File: config.mk
export PLATFORM = sky130hd
export DESIGN_NAME = gsensor_avg_tare
export DESIGN_NICKNAME = d
export VERILOG_FILES = /design/src/rtl/gsensor_avg_tare.sv
export SDC_FILE = /design/constraint.sdc
export NUM_CORES = 1
export LEC_CHECK = 0
export CAP_MARGIN = 20
export CORE_MARGIN = 8
export CORE_UTILIZATION = 45
export CTS_BUF_LIST = sky130_fd_sc_hd__clkbuf_4 sky130_fd_sc_hd__clkbuf_8 sky130_fd_sc_hd__clkbuf_16
export DETAILED_ROUTE_END_ITERATION = 6
export GPL_TIMING_DRIVEN = 0
export PLACE_DENSITY = 0.65
export REMOVE_ABC_BUFFERS = 1
export SYNTH_ARGS = -nofsm -noshare
export SYNTH_HDL_FRONTEND = slang
export SYNTH_SLANG_ARGS = --single-unit
File: constraint.sdc
create_clock -name iCLK -period 8.2 [get_ports iCLK]
set_clock_uncertainty 0.15 [all_clocks]
set_input_delay 2.46 -clock iCLK [delete_from_list [all_inputs] [get_ports iCLK]]
set_output_delay 2.46 -clock iCLK [all_outputs]
set_load 0.05 [all_outputs]
File: src/rtl/gsensor_avg_tare.sv
// Accelerometer conditioning: moving average over 2^LOG2_DEPTH samples, minus a debounced tare offset.
// Optional build macro GSENSOR_SAT_EN clamps the result to [-512, 511] instead of wrapping to 10 bits.
module gsensor_avg_tare #(
  parameter int LOG2_DEPTH   = 3,
  parameter int DEBOUNCE_CYC = 500000
) (
  input  logic        iCLK,
  input  logic        iRST,
  input  logic [15:0] iDATA,
  input  logic        iSTB,
  input  logic        iZERO_N,
  output logic [9:0]  oDIG,
  output logic        oVALID,
  output logic        oREADY,
  output logic        oTARED
);

  localparam int DEPTH = 1 << LOG2_DEPTH;
  localparam int SUM_W = 16 + LOG2_DEPTH;
  localparam int DB_W  = $clog2(DEBOUNCE_CYC + 1);

  localparam logic [0:0] FILL = 1'b0;
  localparam logic [0:0] RUN  = 1'b1;

  logic [0:0]              state_q, state_d;
  logic [LOG2_DEPTH-1:0]   wptr_q, wptr_d;
  logic [LOG2_DEPTH-1:0]   fillCnt_q, fillCnt_d;
  logic signed [SUM_W-1:0] sum_q, sum_d;
  logic [15:0]             bufMem_q [DEPTH];
  logic [15:0]             offset_q, offset_d;
  logic                    tared_q, tared_d;
  logic                    stb1_q;
  logic [9:0]              dig_q, dig_d;
  logic                    valid_q, valid_d;
  logic                    ready_q, ready_d;
  logic                    zeroMeta_q, zeroSync_q;
  logic [DB_W-1:0]         dbCnt_q, dbCnt_d;
  logic                    dbFired_q, dbFired_d;

  logic [15:0]             avg16;
  logic [15:0]             oldSample;
  logic signed [16:0]      avg17, off17;
  logic                    tareHit;

  // Arithmetic shift of the running sum is just a slice: the sign bit stays on top.
  assign avg16     = sum_q[LOG2_DEPTH +: 16];
  assign avg17     = {avg16[15], avg16};
  assign off17     = {offset_q[15], offset_q};
  assign oldSample = bufMem_q[wptr_q];
  assign tareHit   = !zeroSync_q && !dbFired_q && (dbCnt_q == DB_W'(DEBOUNCE_CYC - 1));

`ifdef GSENSOR_SAT_EN
  logic signed [16:0] diff;
  assign diff = avg17 - off17;
`endif

  always_comb begin
    state_d   = state_q;
    wptr_d    = wptr_q;
    fillCnt_d = fillCnt_q;
    sum_d     = sum_q;
    offset_d  = offset_q;
    tared_d   = tared_q;
    dbCnt_d   = dbCnt_q;
    dbFired_d = dbFired_q;

    if (iSTB) begin
      sum_d  = sum_q + {{LOG2_DEPTH{iDATA[15]}}, iDATA} - {{LOG2_DEPTH{oldSample[15]}}, oldSample};
      wptr_d = wptr_q + 1'b1;
      if (state_q == FILL) begin
        if (fillCnt_q == LOG2_DEPTH'(DEPTH - 1)) state_d = RUN;
        else fillCnt_d = fillCnt_q + 1'b1;
      end
    end

    // The fired flag allows one capture per press until the key is released.
    if (zeroSync_q) begin
      dbCnt_d   = '0;
      dbFired_d = 1'b0;
    end else if (tareHit) begin
      dbFired_d = 1'b1;
    end else if (!dbFired_q) begin
      dbCnt_d = dbCnt_q + 1'b1;
    end

    if (tareHit && state_q == RUN) begin
      offset_d = avg16;
      tared_d  = 1'b1;
    end

    valid_d = stb1_q && (state_q == RUN);
    ready_d = ready_q | valid_d;
    dig_d   = dig_q;
    if (valid_d) begin
`ifdef GSENSOR_SAT_EN
      if (diff > 17'sd511)       dig_d = 10'h1FF;
      else if (diff < -17'sd512) dig_d = 10'h200;
      else                       dig_d = diff[9:0];
`else
      dig_d = 10'(avg17 - off17);
`endif
    end
  end

  always_ff @(posedge iCLK or posedge iRST) begin
    if (iRST) begin
      state_q    <= FILL;
      wptr_q     <= '0;
      fillCnt_q  <= '0;
      sum_q      <= '0;
      for (int i = 0; i < DEPTH; i++) bufMem_q[i] <= '0;
      offset_q   <= '0;
      tared_q    <= 1'b0;
      stb1_q     <= 1'b0;
      dig_q      <= '0;
      valid_q    <= 1'b0;
      ready_q    <= 1'b0;
      zeroMeta_q <= 1'b0;
      zeroSync_q <= 1'b0;
      dbCnt_q    <= '0;
      dbFired_q  <= 1'b0;
    end else begin
      state_q    <= state_d;
      wptr_q     <= wptr_d;
      fillCnt_q  <= fillCnt_d;
      sum_q      <= sum_d;
      if (iSTB) bufMem_q[wptr_q] <= iDATA;
      offset_q   <= offset_d;
      tared_q    <= tared_d;
      stb1_q     <= iSTB;
      dig_q      <= dig_d;
      valid_q    <= valid_d;
      ready_q    <= ready_d;
      zeroMeta_q <= iZERO_N;
      zeroSync_q <= zeroMeta_q;
      dbCnt_q    <= dbCnt_d;
      dbFired_q  <= dbFired_d;
    end
  end

  assign oDIG   = dig_q;
  assign oVALID = valid_q;
  assign oREADY = ready_q;
  assign oTARED = tared_q;

endmodule

After elaboration in Yosys (flattened, before gate mapping)
Cells that the tools add are included.
{"block": "word_totals", "regBits": 200, "latchBits": 0, "ramBits": 0, "romBits": 0, "input_bits": 20, "out_inout_bits": 13, "wordCells": 61, "memories": 0}
{"block": "op_classes", "add_sub_neg": 6, "mul": 0, "div": 0, "order_cmp": 2, "eq_ne": 4, "shift": 0, "n_mux": 13, "n_bitwise": 4, "n_reduce_logical": 10}
{"op": "bitwise mux 128 bit", "n": 1}
{"op": "two-way mux 19 bit", "n": 3}
{"op": "binary-select mux 16 bit (select 3 bit)", "n": 1}
{"op": "demux 16 bit (select 3 bit)", "n": 1}
{"op": "two-way mux 16 bit", "n": 3}
{"op": "adder 19 x 1 -> 19 bit, second input constant", "n": 1}
{"op": "adder 19 bit", "n": 1}
{"op": "== test 19 bit, second input constant", "n": 1}
{"op": "subtractor 19 bit", "n": 1}
{"op": "subtractor 10 bit", "n": 1}
{"op": "adder 3 x 1 -> 3 bit, second input constant", "n": 2}
{"op": "logical AND 1 bit", "n": 5}
{"op": "greater-or-equal comparator 4 bit, second input constant", "n": 1}
{"op": "less-than comparator 4 x 1 -> 1 bit, second input constant", "n": 1}
{"op": "two-way mux 1 bit", "n": 4}
{"op": "inequality test 2 bit, second input constant", "n": 2}
{"op": "NOT 3 -> 4 bit", "n": 1}
{"op": "== test 3 bit, second input constant", "n": 1}
{"op": "AND reduction 3 bit", "n": 1}
{"op": "zero test 1 bit", "n": 2}
{"op": "NOT 1 bit", "n": 2}
{"op": "AND reduction 2 bit", "n": 1}
{"op": "nonzero test 2 bit", "n": 1}
{"op": "bitwise OR 1 bit", "n": 1}

Logic depth before layout (Yosys ltp)
Gate-level depths: netlist (run 1).
{"block": "depth", "word_depth": 6, "ltp_mapped": 16, "depth_no_buf": 13}

Least setup slack after synthesis (run 1)
No wires, ideal clock.
{"block": "synth_timing", "kind": "input-to-reg", "from": "in iDATA[1]", "to": "reg sum_q[12]", "setup_time_ns": 0.079, "arrival_time_ns": 4.736, "required_time_ns": 7.971, "setup_slack_ns": 3.235, "path_stages": 11, "path_buffers": 0, "cell_sequence": "inv_1 -> fa_1 -> inv_1 -> fa_1 -> a21oi_1 -> nor2_1 -> nor3_1 -> o21ai_0 -> a31oi_1 -> mux2i_1 -> xor2_1"}
{"block": "synth_between", "elab_chain_len": 2}
{"item": "start: declaration", "line_no": "9", "source": "input logic [15:0] iDATA,"}
{"item": "adder 19 bit", "line_no": "68", "source": "sum_d = sum_q + {{LOG2_DEPTH{iDATA[15]}}, iDATA} - {{LOG2_DEPTH{oldSample[15]}}, oldSample};"}
{"item": "subtractor 19 bit", "line_no": "68"}
{"item": "end signal: assignment", "line_no": "126", "source": "sum_q <= sum_d;"}
{"item": "end: declaration", "line_no": "28", "source": "logic signed [SUM_W-1:0] sum_q, sum_d;"}
Every way passes these cells.
A chain may end at the register's enable or synchronous reset.

Worst setup path in the final report (run 1)
Same ends and word-level chain as after synthesis.

==> flow_metrics.env, run 1 <==
export IMPL_status="complete, no violations"
export IMPL_place_area_sq_um=9176
export IMPL_cts_root_buf="clkbuf_16"
export IMPL_crit_type="input pin to register"
export IMPL_hp_start="zeroMeta_q"
export IMPL_slew_viol_final=0
export IMPL_end_kind="register"
export IMPL_grt_pass1_wl_um=29330
export IMPL_clock_sinks=170
export IMPL_holdPathStages=0
export IMPL_pwr_density_cell_nw_per_um2=485.1
export IMPL_synth_area_top_cells="dfrtp_1, mux2_2, mux4_2, o21ai_0, ha_1"
export IMPL_diodes=0
export IMPL_rows=50
export IMPL_synth_seq_cells=170
export IMPL_seqCellArea_sq_um=4255
export IMPL_die_area_sq_um=23500
export IMPL_final_setup_worst_slack_ns=2.599
export IMPL_multiInputGateArea_sq_um=3897
export IMPL_dp_cells=977
export IMPL_post_cts_repair_setup_buffers=0
export IMPL_synth_cells=733
export IMPL_dp_hpwl_um=12200
export IMPL_worst_pin_slew_ns=0.9937
export IMPL_synth_seq_area_share=0.5015
export IMPL_die_x_um=153.3
export IMPL_worstPathRequired_ns=8.40
export IMPL_syn_area_sq_um=8482
export IMPL_cts_clk_slew_worst_paths_ns=0.07
export IMPL_vias=5409
export IMPL_reg2reg_to="sum_q[12]"
export IMPL_synthFlopType="dfrtp_1"
export IMPL_die_h_um=153.3
export IMPL_crit_path_start_kind="input pin"
export IMPL_drt_vias_per_instance=5.345
export IMPL_hold_path_class="register to register"
export IMPL_critPathMaxFanout=5
export IMPL_r2r_start="wptr_q[0]"
export IMPL_hold_end="zeroSync_q"
export IMPL_io_pins=33
export IMPL_drive_above_1_share=0.2069
export IMPL_ctsResizeCount=0
export IMPL_postCtsHoldBufs=0
export IMPL_r2r_cells=13
export IMPL_cts_tree="yes"
export IMPL_fmax_ghz=0.1785
export IMPL_num_fill_cells=1557
export IMPL_antenna_left=0
export IMPL_rsz0062_at_grt="no"
export IMPL_place_ws_ns=2.205
export IMPL_max_cap_violations=0
export IMPL_stdcell_area_sq_um=9818
export IMPL_grt_max_degree=117
export IMPL_track_usage=0.1561
export IMPL_clock_latency_ns=0.43
export IMPL_period_minus_slack_ns=5.601
export IMPL_core_area_sq_um=18580
export IMPL_drt_pass1_iterations=4
export IMPL_hold_violations=0
export IMPL_yosys_area_top_type="dfrtp_1"
export IMPL_gp_congestion=0.8056
export IMPL_slew_headroom=0.3346
export IMPL_worstPathArrival_ns=5.80
export IMPL_finalSetupViolCount=0
export IMPL_drt_iter0_drc=292
export IMPL_synthDistinctLibCells=42
export IMPL_routed_wl_um=17170
export IMPL_fin_tns_setup_ns=0
export IMPL_io_buffer_count=29
export IMPL_wl_per_cell_um=16.96
export IMPL_leakage_nw=4.337
export IMPL_h_tree_depth=4
export IMPL_ctsLongestPathBuffers=2
export IMPL_finalCritPeriodShare=0.6831
export IMPL_ff2ff_setup_slack_ns=3.61
export IMPL_area_delta_synth_final_pct=15.75
export IMPL_yosysWarnings=0
export IMPL_layout_cells_non_filler=1012
export IMPL_yosys_top_cells_count="dfrtp_1, nand2_1, mux2_2"
export IMPL_fin_nets=824
export IMPL_grt_overflow_total=0
export IMPL_peakVddDrop_uv=246.2
export IMPL_hold_ws_ns=0.1989
export IMPL_first_global_vias=5711
export IMPL_antenna_found_initial=0
export IMPL_drc=0
export IMPL_postSynth_asyncResetShare=1.000
export IMPL_cts_made_buffers=17
export IMPL_synth_edff_count=0
export IMPL_start_util=0.4565
export IMPL_yosys_cell_count_top_type="dfrtp_1"
export IMPL_synth_top_area_share=0.5015
export IMPL_synth_avg_cell_area_sq_um=11.57
==> how the worst max path moves through the flow <==
stage | depth (start not counted) | startpoint | to
3_5_place_dp | 12 | iDATA[1] | sum_q[12]
3_3_place_gp | 2 | iRST | bufMem_q[75]
5_1_grt | 12 | iDATA[1] | sum_q[12]
6_report | 12 | iDATA[1] | sum_q[12]
4_1_cts | 12 | iDATA[1] | sum_q[12]
2_1_floorplan | 1 | iRST | bufMem_q[0]
==> cell usage in the layout, fill, tap and decap left out, types with 4 or more instances in the layout <==
| cell | n |
|---|---|
| a21oi_1 | 15 |
| and3_1 | 5 |
| buf_6 | 8 |
| buf_8 | 4 |
| clkbuf_16 | 17 |
| clkdlybuf4s50_1 | 29 |
| dfrtp_1 | 169 |
| fa_1 | 13 |
| ha_1 | 26 |
| inv_1 | 58 |
| inv_6 | 7 |
| inv_8 | 4 |
| mux2_2 | 79 |
| mux2i_1 | 8 |
| mux4_2 | 26 |
| nand2_1 | 80 |
| nand2b_1 | 8 |
| nand3_1 | 8 |
| nand4_1 | 6 |
| nor2_1 | 31 |
| nor2b_1 | 5 |
| nor3_1 | 7 |
| o211ai_1 | 4 |
| o21ai_0 | 78 |
| o21bai_1 | 4 |
| or3_1 | 5 |
| xnor2_1 | 19 |
| xor2_1 | 16 |
==> stage by stage <==
stage	power [mW]	utilization
after floorplan	3.300	-
after global placement	3.754	0.4809
after detailed placement	3.945	0.4939
after CTS	4.793	0.5262
after global routing	5.152	0.5284
final	4.763	0.5284
==> power breakdown <==
group | internal, mW | switching (mW)
registers | 1.18 | 0.222
clock network | 0.461 | 0.355
logic | 1.25 | 1.29
total | 2.89 | 1.87
==> cell families after synthesis <==
family / count (synthesis) / share of synthesized area
buffers and inverters: 91 / 0.04130
AND/OR/NAND/NOR: 172 / 0.09589
flip-flops: 170 / 0.5015
XOR/XNOR: 35 / 0.03614
multiplexers: 113 / 0.1834
adder cells (fa/ha/maj): 39 / 0.06904
AO/OA/AOI/OAI: 113 / 0.07272
==> per-layer routing <==
| layer | wire length [um] | vias to the layer above | GRT usage |
|---|---|---|---|
| met5 | 0 | - | 0 |
| met4 | 218 | 0 | 0.04524 |
| met3 | 543 | 18 | 0.03721 |
| met2 | 8695 | 78 | 0.2643 |
| met1 | 7710 | 2709 | 0.1954 |
| li1 | - | 2604 | - |
==> area by class of cell <==
class,count,area share
clock inverters,15,0.01784
repair buffers,45,0.05531
flip-flops and latches,170,0.4334
inverters,59,0.02332
well taps,234,0.02982
multi-input cells,472,0.3970
clock buffers,17,0.04333
==> flip-flops by register name, indices dropped and copies added, names as in the netlist <==
name,cells
bufMem_q,104
dbCnt_q,19
dbFired_q,1
fillCnt_q,3
oDIG,10
oREADY,1
oTARED,1
oVALID,1
offset_q,10
state_q,1
stb1_q,1
sum_q,13
wptr_q,3
zeroMeta_q,1
zeroSync_q,1
==> worst max-delay path, cell delays in order <==
cell and delay, ns:
clkdlybuf4s50_1 0.54, inv_1 0.13, fa_1 0.55, inv_1 0.07, fa_1 0.48, a21oi_1 0.26, nor2_1 0.11, nor3_1 0.38
o21ai_0 0.20, a31oi_1 0.23, mux2i_1 0.24, xor2_1 0.15
Note: power is estimated with default switching activity, not from simulation.
==> inputs of run 2 (changes only) <==
- PLACE_DENSITY: 0.65 -> 0.67
- clock period: 8.2 -> 4.5 ns (I/O delays scaled with it)
==> flow_metrics.env, run 2 (same netlist as run 1, synthesis figures left out) <==
export IMPL_grt_overflow_total=0
export IMPL_antenna_found_initial=0
export IMPL_drt_iter0_drc=285
export IMPL_slowest_delay_ns=0.55
export IMPL_mostFrequentLayoutCell="dfrtp_1"
export IMPL_crit_type="input pin to register"
export IMPL_io_pins=33
export IMPL_rows=50
export IMPL_clock_latency_ns=0.43
export IMPL_grt_max_degree=104
export IMPL_layout_common_cells="dfrtp_1, nand2_1, mux2_2"
export IMPL_stdcell_area_sq_um=9926
export IMPL_drt_vias_per_instance=5.322
export IMPL_leakage_nw=4.384
export IMPL_routed_wl_um=16930
export IMPL_cts_clk_slew_worst_paths_ns=0.06
export IMPL_antenna_left=0
export IMPL_place_area_sq_um=9188
export IMPL_clock_sinks=170
export IMPL_finalCritPeriodShare=0.9454
export IMPL_io_buffer_count=29
export IMPL_drive_above_1_share=0.2128
export IMPL_start_util=0.4565
export IMPL_reg_top3="bufMem_q: 104 flops, dbCnt_q: 19 flops, sum_q: 13 flops"
export IMPL_worstPathRequired_ns=4.70
export IMPL_die_area_sq_um=23500
export IMPL_grt_pass1_wl_um=29080
export IMPL_die_x_um=153.3
export IMPL_cp_cell_sequence="clkdlybuf4s50_1 -> inv_1 -> fa_1 -> inv_1 -> fa_1 -> a21oi_2 -> nor2_1 -> nor3_2 -> o21ai_0 -> a31oi_1 -> mux2i_1 -> xor2_1"
export IMPL_dp_hpwl_um=11850
export IMPL_fin_nets=826
export IMPL_clkPwrFrac=0.188
export IMPL_gp_congestion=0.8251
export IMPL_num_fill_cells=1522
export IMPL_core_area_sq_um=18580
export IMPL_diodes=0
export IMPL_area_delta_synth_final_pct=17.02
export IMPL_drc=0
export IMPL_die_h_um=153.3
export IMPL_finalSetupViolCount=0
export IMPL_hold_path_class="register to register"
export IMPL_p_total_mw=8.942
export IMPL_crit_path_start_kind="input pin"
export IMPL_seq_power_share=0.283
export IMPL_period_minus_slack_ns=4.254
export IMPL_drt_pass1_iterations=5
export IMPL_regMostFlops="bufMem_q"
export IMPL_worstPathArrival_ns=4.45
export IMPL_pwr_density_cell_nw_per_um2=900.9
export IMPL_track_usage=0.1539
export IMPL_hold_violations=0
export IMPL_worst_pin_slew_ns=0.8745
export IMPL_postCtsHoldBufs=0
export IMPL_largest_reg_flops=104
export IMPL_critPathMaxFanout=5
export IMPL_power_frac_comb=0.529
export IMPL_p_int_mw=5.528
export IMPL_critPathSlowestCell="fa_1"
export IMPL_slew_headroom=0.4145
export IMPL_max_cap_violations=0
export IMPL_cts_made_buffers=17
export IMPL_vias=5397
export IMPL_p_sw_mw=3.414
export IMPL_slew_viol_final=0
export IMPL_peakVddDrop_uv=434.4
export IMPL_end_kind="register"
export IMPL_first_global_vias=5760
export IMPL_cts_tree="yes"
export IMPL_cts_root_buf="clkbuf_16"
export IMPL_ctsLongestPathBuffers=2
export IMPL_fmax_ghz=0.2351
export IMPL_wl_per_cell_um=16.70
export IMPL_p_sw_frac=0.3818
export IMPL_status="complete, no violations"
export IMPL_rsz0062_at_grt="no"
export IMPL_h_tree_depth=4
[run 2: repair_timing]
| action | CTS | global route |
|---|---|---|
| setup buffers | 0 | 2 |
| gates resized for setup | 2 | 2 |
| endpoints found under the setup margin | 1 | 2 |
| endpoints found under the hold margin | 0 | 0 |
[run 2: final timing paths]
| path | from | endpoint | slack [ns] | depth (start not counted) |
|---|---|---|---|---|
| setup reg to reg | wptr_q[1] | sum_q[12] | 0.30 | 13 |
| hold / removal | zeroMeta_q | zeroSync_q | 0.20 | 0 |
| max in group asynchronous | iRST | wptr_q[0] | 2.08 | 3 |
| hold reg to reg | zeroMeta_q | zeroSync_q | 0.20 | 0 |
| min in group asynchronous | iRST | zeroMeta_q | 1.21 | 2 |
| setup / recovery | iDATA[1] | sum_q[12] | 0.25 | 12 |
[run 2: final cells by class]
class / count / area (sq um) / area share
clock buffers: 19 / 446.7 / 0.04500
multi-input cells: 472 / 3906 / 0.3935
inverters: 59 / 229.0 / 0.02307
flip-flops and latches: 170 / 4259 / 0.4291
well taps: 234 / 292.8 / 0.02950
repair buffers: 47 / 554.3 / 0.05584
clock inverters: 13 / 237.7 / 0.02395
[run 2: through the flow]
step | util | setup TNS, ns | hold slack [ns] | std cells | worst slack [ns]
floorplan | - | -272.62 | 0.1812 | 701 | -1.603
global placement | 0.4809 | -670.57 | 0.1870 | 964 | -3.486
global route | 0.5342 | 0 | 0.2134 | 1014 | 0.06298
detailed placement | 0.4945 | -0.4798 | 0.1912 | 978 | -0.3280
finish | 0.5342 | 0 | 0.2012 | 1014 | 0.2456
CTS | 0.5315 | 0 | 0.2058 | 1010 | 0.02855
[run 2: routing by layer]
layer	track usage	up-vias	wire (um)
met5	0	-	0
met4	0.03817	0	179
met3	0.03947	18	735
met2	0.2603	93	8422
met1	0.1937	2692	7596
li1	-	2594	-
[run 2: critical path: cells and delay by family]
kind	cells	cell delay, ns
adder cells (fa/ha/maj)	2	1.02
buffers and inverters	3	0.74
AO/OA/AOI/OAI	3	0.60
AND/OR/NAND/NOR	2	0.33
multiplexers	1	0.25
XOR/XNOR	1	0.16
[run 2: power groups by stage]
stage	Clock, mW	Sequential, mW	Combinational (mW)
after CTS	1.72	2.57	4.65
final	1.68	2.53	4.73
after floorplan	0	2.66	3.35
after global placement	0	2.63	4.21
after global routing	1.78	2.61	5.30
after detailed placement	0	2.59	4.59
==> inputs of run 3 (changes only) <==
- CTS_BUF_LIST: sky130_fd_sc_hd__clkbuf_4 sky130_fd_sc_hd__clkbuf_8 sky130_fd_sc_hd__clkbuf_16 -> sky130_fd_sc_hd__clkbuf_4 sky130_fd_sc_hd__clkbuf_8
- CTS_CLUSTER_SIZE: default -> 10
- SLEW_MARGIN: default -> 20
==> flow_metrics.env, run 3 (same netlist as run 1, synthesis figures left out) <==
export IMPL_status="complete, no violations"
export IMPL_first_global_vias=5801
export IMPL_h_tree_depth=4
export IMPL_worstPathRequired_ns=4.73
export IMPL_io_buffer_count=29
export IMPL_final_setup_worst_slack_ns=0.2110
export IMPL_fmax_ghz=0.2332
export IMPL_period_minus_slack_ns=4.289
export IMPL_clkPwrFrac=0.144
export IMPL_hold_ws_ns=0.2059
export IMPL_pwr_density_cell_nw_per_um2=872.0
export IMPL_cts_made_buffers=17
export IMPL_routed_wl_um=16950
export IMPL_mostFrequentLayoutCell="dfrtp_1"
export IMPL_place_area_sq_um=9123
export IMPL_r2r_cells=12
export IMPL_finalCritPeriodShare=0.9531
export IMPL_slowest_delay_ns=0.55
export IMPL_vias=5406
export IMPL_die_x_um=153.3
export IMPL_grt_overflow_total=0
export IMPL_gp_congestion=0.8251
export IMPL_reg_top3="bufMem_q: 104 flops, dbCnt_q: 19 flops, sum_q: 13 flops"
export IMPL_p_sw_frac=0.3970
export IMPL_crit_type="input pin to register"
export IMPL_drt_vias_per_instance=5.352
export IMPL_io_pins=33
export IMPL_p_int_mw=5.052
export IMPL_diodes=0
export IMPL_ctsLongestPathBuffers=2
export IMPL_drt_pass1_iterations=4
export IMPL_drive_above_1_share=0.2101
export IMPL_power_frac_comb=0.549
export IMPL_antenna_left=0
export IMPL_fin_tns_setup_ns=0
export IMPL_leakage_nw=4.246
export IMPL_drc=0
export IMPL_hold_violations=0
export IMPL_start_util=0.4565
export IMPL_critPathSlowestCell="clkdlybuf4s50_1"
export IMPL_grt_max_degree=104
export IMPL_crit_path_start_kind="input pin"
export IMPL_die_area_sq_um=23500
export IMPL_hold_end="zeroSync_q"
export IMPL_cts_clk_slew_worst_paths_ns=0.09
export IMPL_regMostFlops="bufMem_q"
export IMPL_largest_reg_flops=104
export IMPL_reg2reg_to="sum_q[12]"
export IMPL_fin_nets=823
export IMPL_cp_cell_sequence="clkdlybuf4s50_1 -> inv_1 -> fa_1 -> inv_1 -> fa_1 -> a21oi_1 -> nor2_1 -> nor3_2 -> o21ai_0 -> a31oi_1 -> mux2i_1 -> xor2_1"
export IMPL_track_usage=0.1525
export IMPL_peakVddDrop_uv=441.9
export IMPL_critPathMaxFanout=5
export IMPL_worst_pin_slew_ns=0.8103
export IMPL_place_ws_ns=-0.3139
export IMPL_worstPathArrival_ns=4.52
export IMPL_seq_power_share=0.307
export IMPL_wl_per_cell_um=16.78
export IMPL_rows=50
export IMPL_p_sw_mw=3.325
export IMPL_die_h_um=153.3
export IMPL_hold_path_class="register to register"
export IMPL_slew_headroom=0.4598
export IMPL_holdPathStages=0
export IMPL_finalSetupViolCount=0
export IMPL_cts_tree="yes"
export IMPL_clock_sinks=170
export IMPL_clock_latency_ns=0.45
export IMPL_end_kind="register"
export IMPL_max_cap_violations=0
export IMPL_stdcell_area_sq_um=9607
export IMPL_drt_iter0_drc=262
export IMPL_slew_viol_final=0
export IMPL_area_delta_synth_final_pct=13.26
export IMPL_layout_common_cells="dfrtp_1, nand2_1, mux2_2"
export IMPL_hp_start="zeroMeta_q"
export IMPL_grt_pass1_wl_um=29010
export IMPL_num_fill_cells=1583
export IMPL_antenna_found_initial=0
export IMPL_core_area_sq_um=18580
export IMPL_cts_root_buf="clkbuf_8"
export IMPL_rsz0062_at_grt="no"
export IMPL_r2r_start="wptr_q[2]"
export IMPL_dp_hpwl_um=11700
export IMPL_ff2ff_setup_slack_ns=0.24
==> run 3: cell types whose count changed in the layout (fill, tap and decap cells not counted), sizes merged <==
| cell | before | now |
|---|---|---|
| clkinvlp | 2 | 1 |
| clkbuf | 19 | 21 |
| buf | 18 | 16 |
| bufinv | 6 | 4 |
| clkdlybuf4s50 | 29 | 28 |
| clkinv | 2 | 3 |
| inv | 62 | 61 |
==> run 3: power groups by stage <==
stage	logic, mW	clock network (mW)	registers, mW
2_1_floorplan	3.35	0	2.66
3_3_place_gp	4.21	0	2.63
3_5_place_dp	4.50	0	2.64
4_1_cts	4.54	1.24	2.61
5_1_grt	5.15	1.30	2.65
6_report	4.60	1.20	2.57
==> run 3: critical path, delay by kind of cell <==
family | cells | cell delay, ns
xor gates and xnor gates | 1 | 0.16
buffers and inverters | 3 | 0.75
muxes | 1 | 0.25
AOI/OAI and AO/OA | 3 | 0.65
adders and majority gates | 2 | 1.02
and+or+nand+nor | 2 | 0.33
==> run 3: what timing repair did <==
| item | 4_1_cts | 5_1_grt |
|---|---|---|
| resized for setup | 1 | 1 |
| hold buffers | 0 | 0 |
| setup endpoints to repair | 1 | 2 |
| endpoints found under the hold margin | 0 | 0 |
| buffers inserted | 0 | 1 |
==> run 3: stage by stage <==
step	utilization	total power [mW]	instances
final	0.5170	8.377	1010
after detailed placement	0.4910	7.138	976
after global routing	0.5170	9.103	1010
after CTS	0.5152	8.388	1007
after global placement	0.4809	6.839	964
after floorplan	-	6.013	701
==> run 3: cell type report <==
cell class / instances / area (sq um) / area share
Clock buffer: 21 / 282.8 / 0.02943
Sequential cell: 170 / 4260 / 0.4435
Clock inverter: 10 / 163.9 / 0.01706
Timing Repair Buffer: 44 / 475.5 / 0.04949
Inverter: 59 / 229.0 / 0.02383
Tap cell: 234 / 292.8 / 0.03048
Multi-Input combinational cell: 472 / 3902 / 0.4062
==> run 3: worst max-delay path by stage <==
stage               startpoint            to  slack, ns  cells after the start
global placement          iRST  bufMem_q[60]      -3.49                      2
finish                iDATA[1]     sum_q[12]       0.21                     12
CTS                  wptr_q[0]     sum_q[12]       0.05                     13
detailed placement    iDATA[1]     sum_q[12]      -0.31                     12
global route          iDATA[1]     sum_q[12]       0.03                     12
floorplan                 iRST   bufMem_q[0]      -1.60                      1
==> run 3: per-layer routing <==
layer / vias up / wire length [um] / global-route usage / part of all wire
li1: 2581 / - / - / -
met1: 2717 / 7744 / 0.1908 / 0.46
met2: 88 / 8209 / 0.2558 / 0.48
met3: 20 / 682 / 0.03693 / 0.040
met4: 0 / 312 / 0.04901 / 0.018
met5: - / 0 / 0 / 0
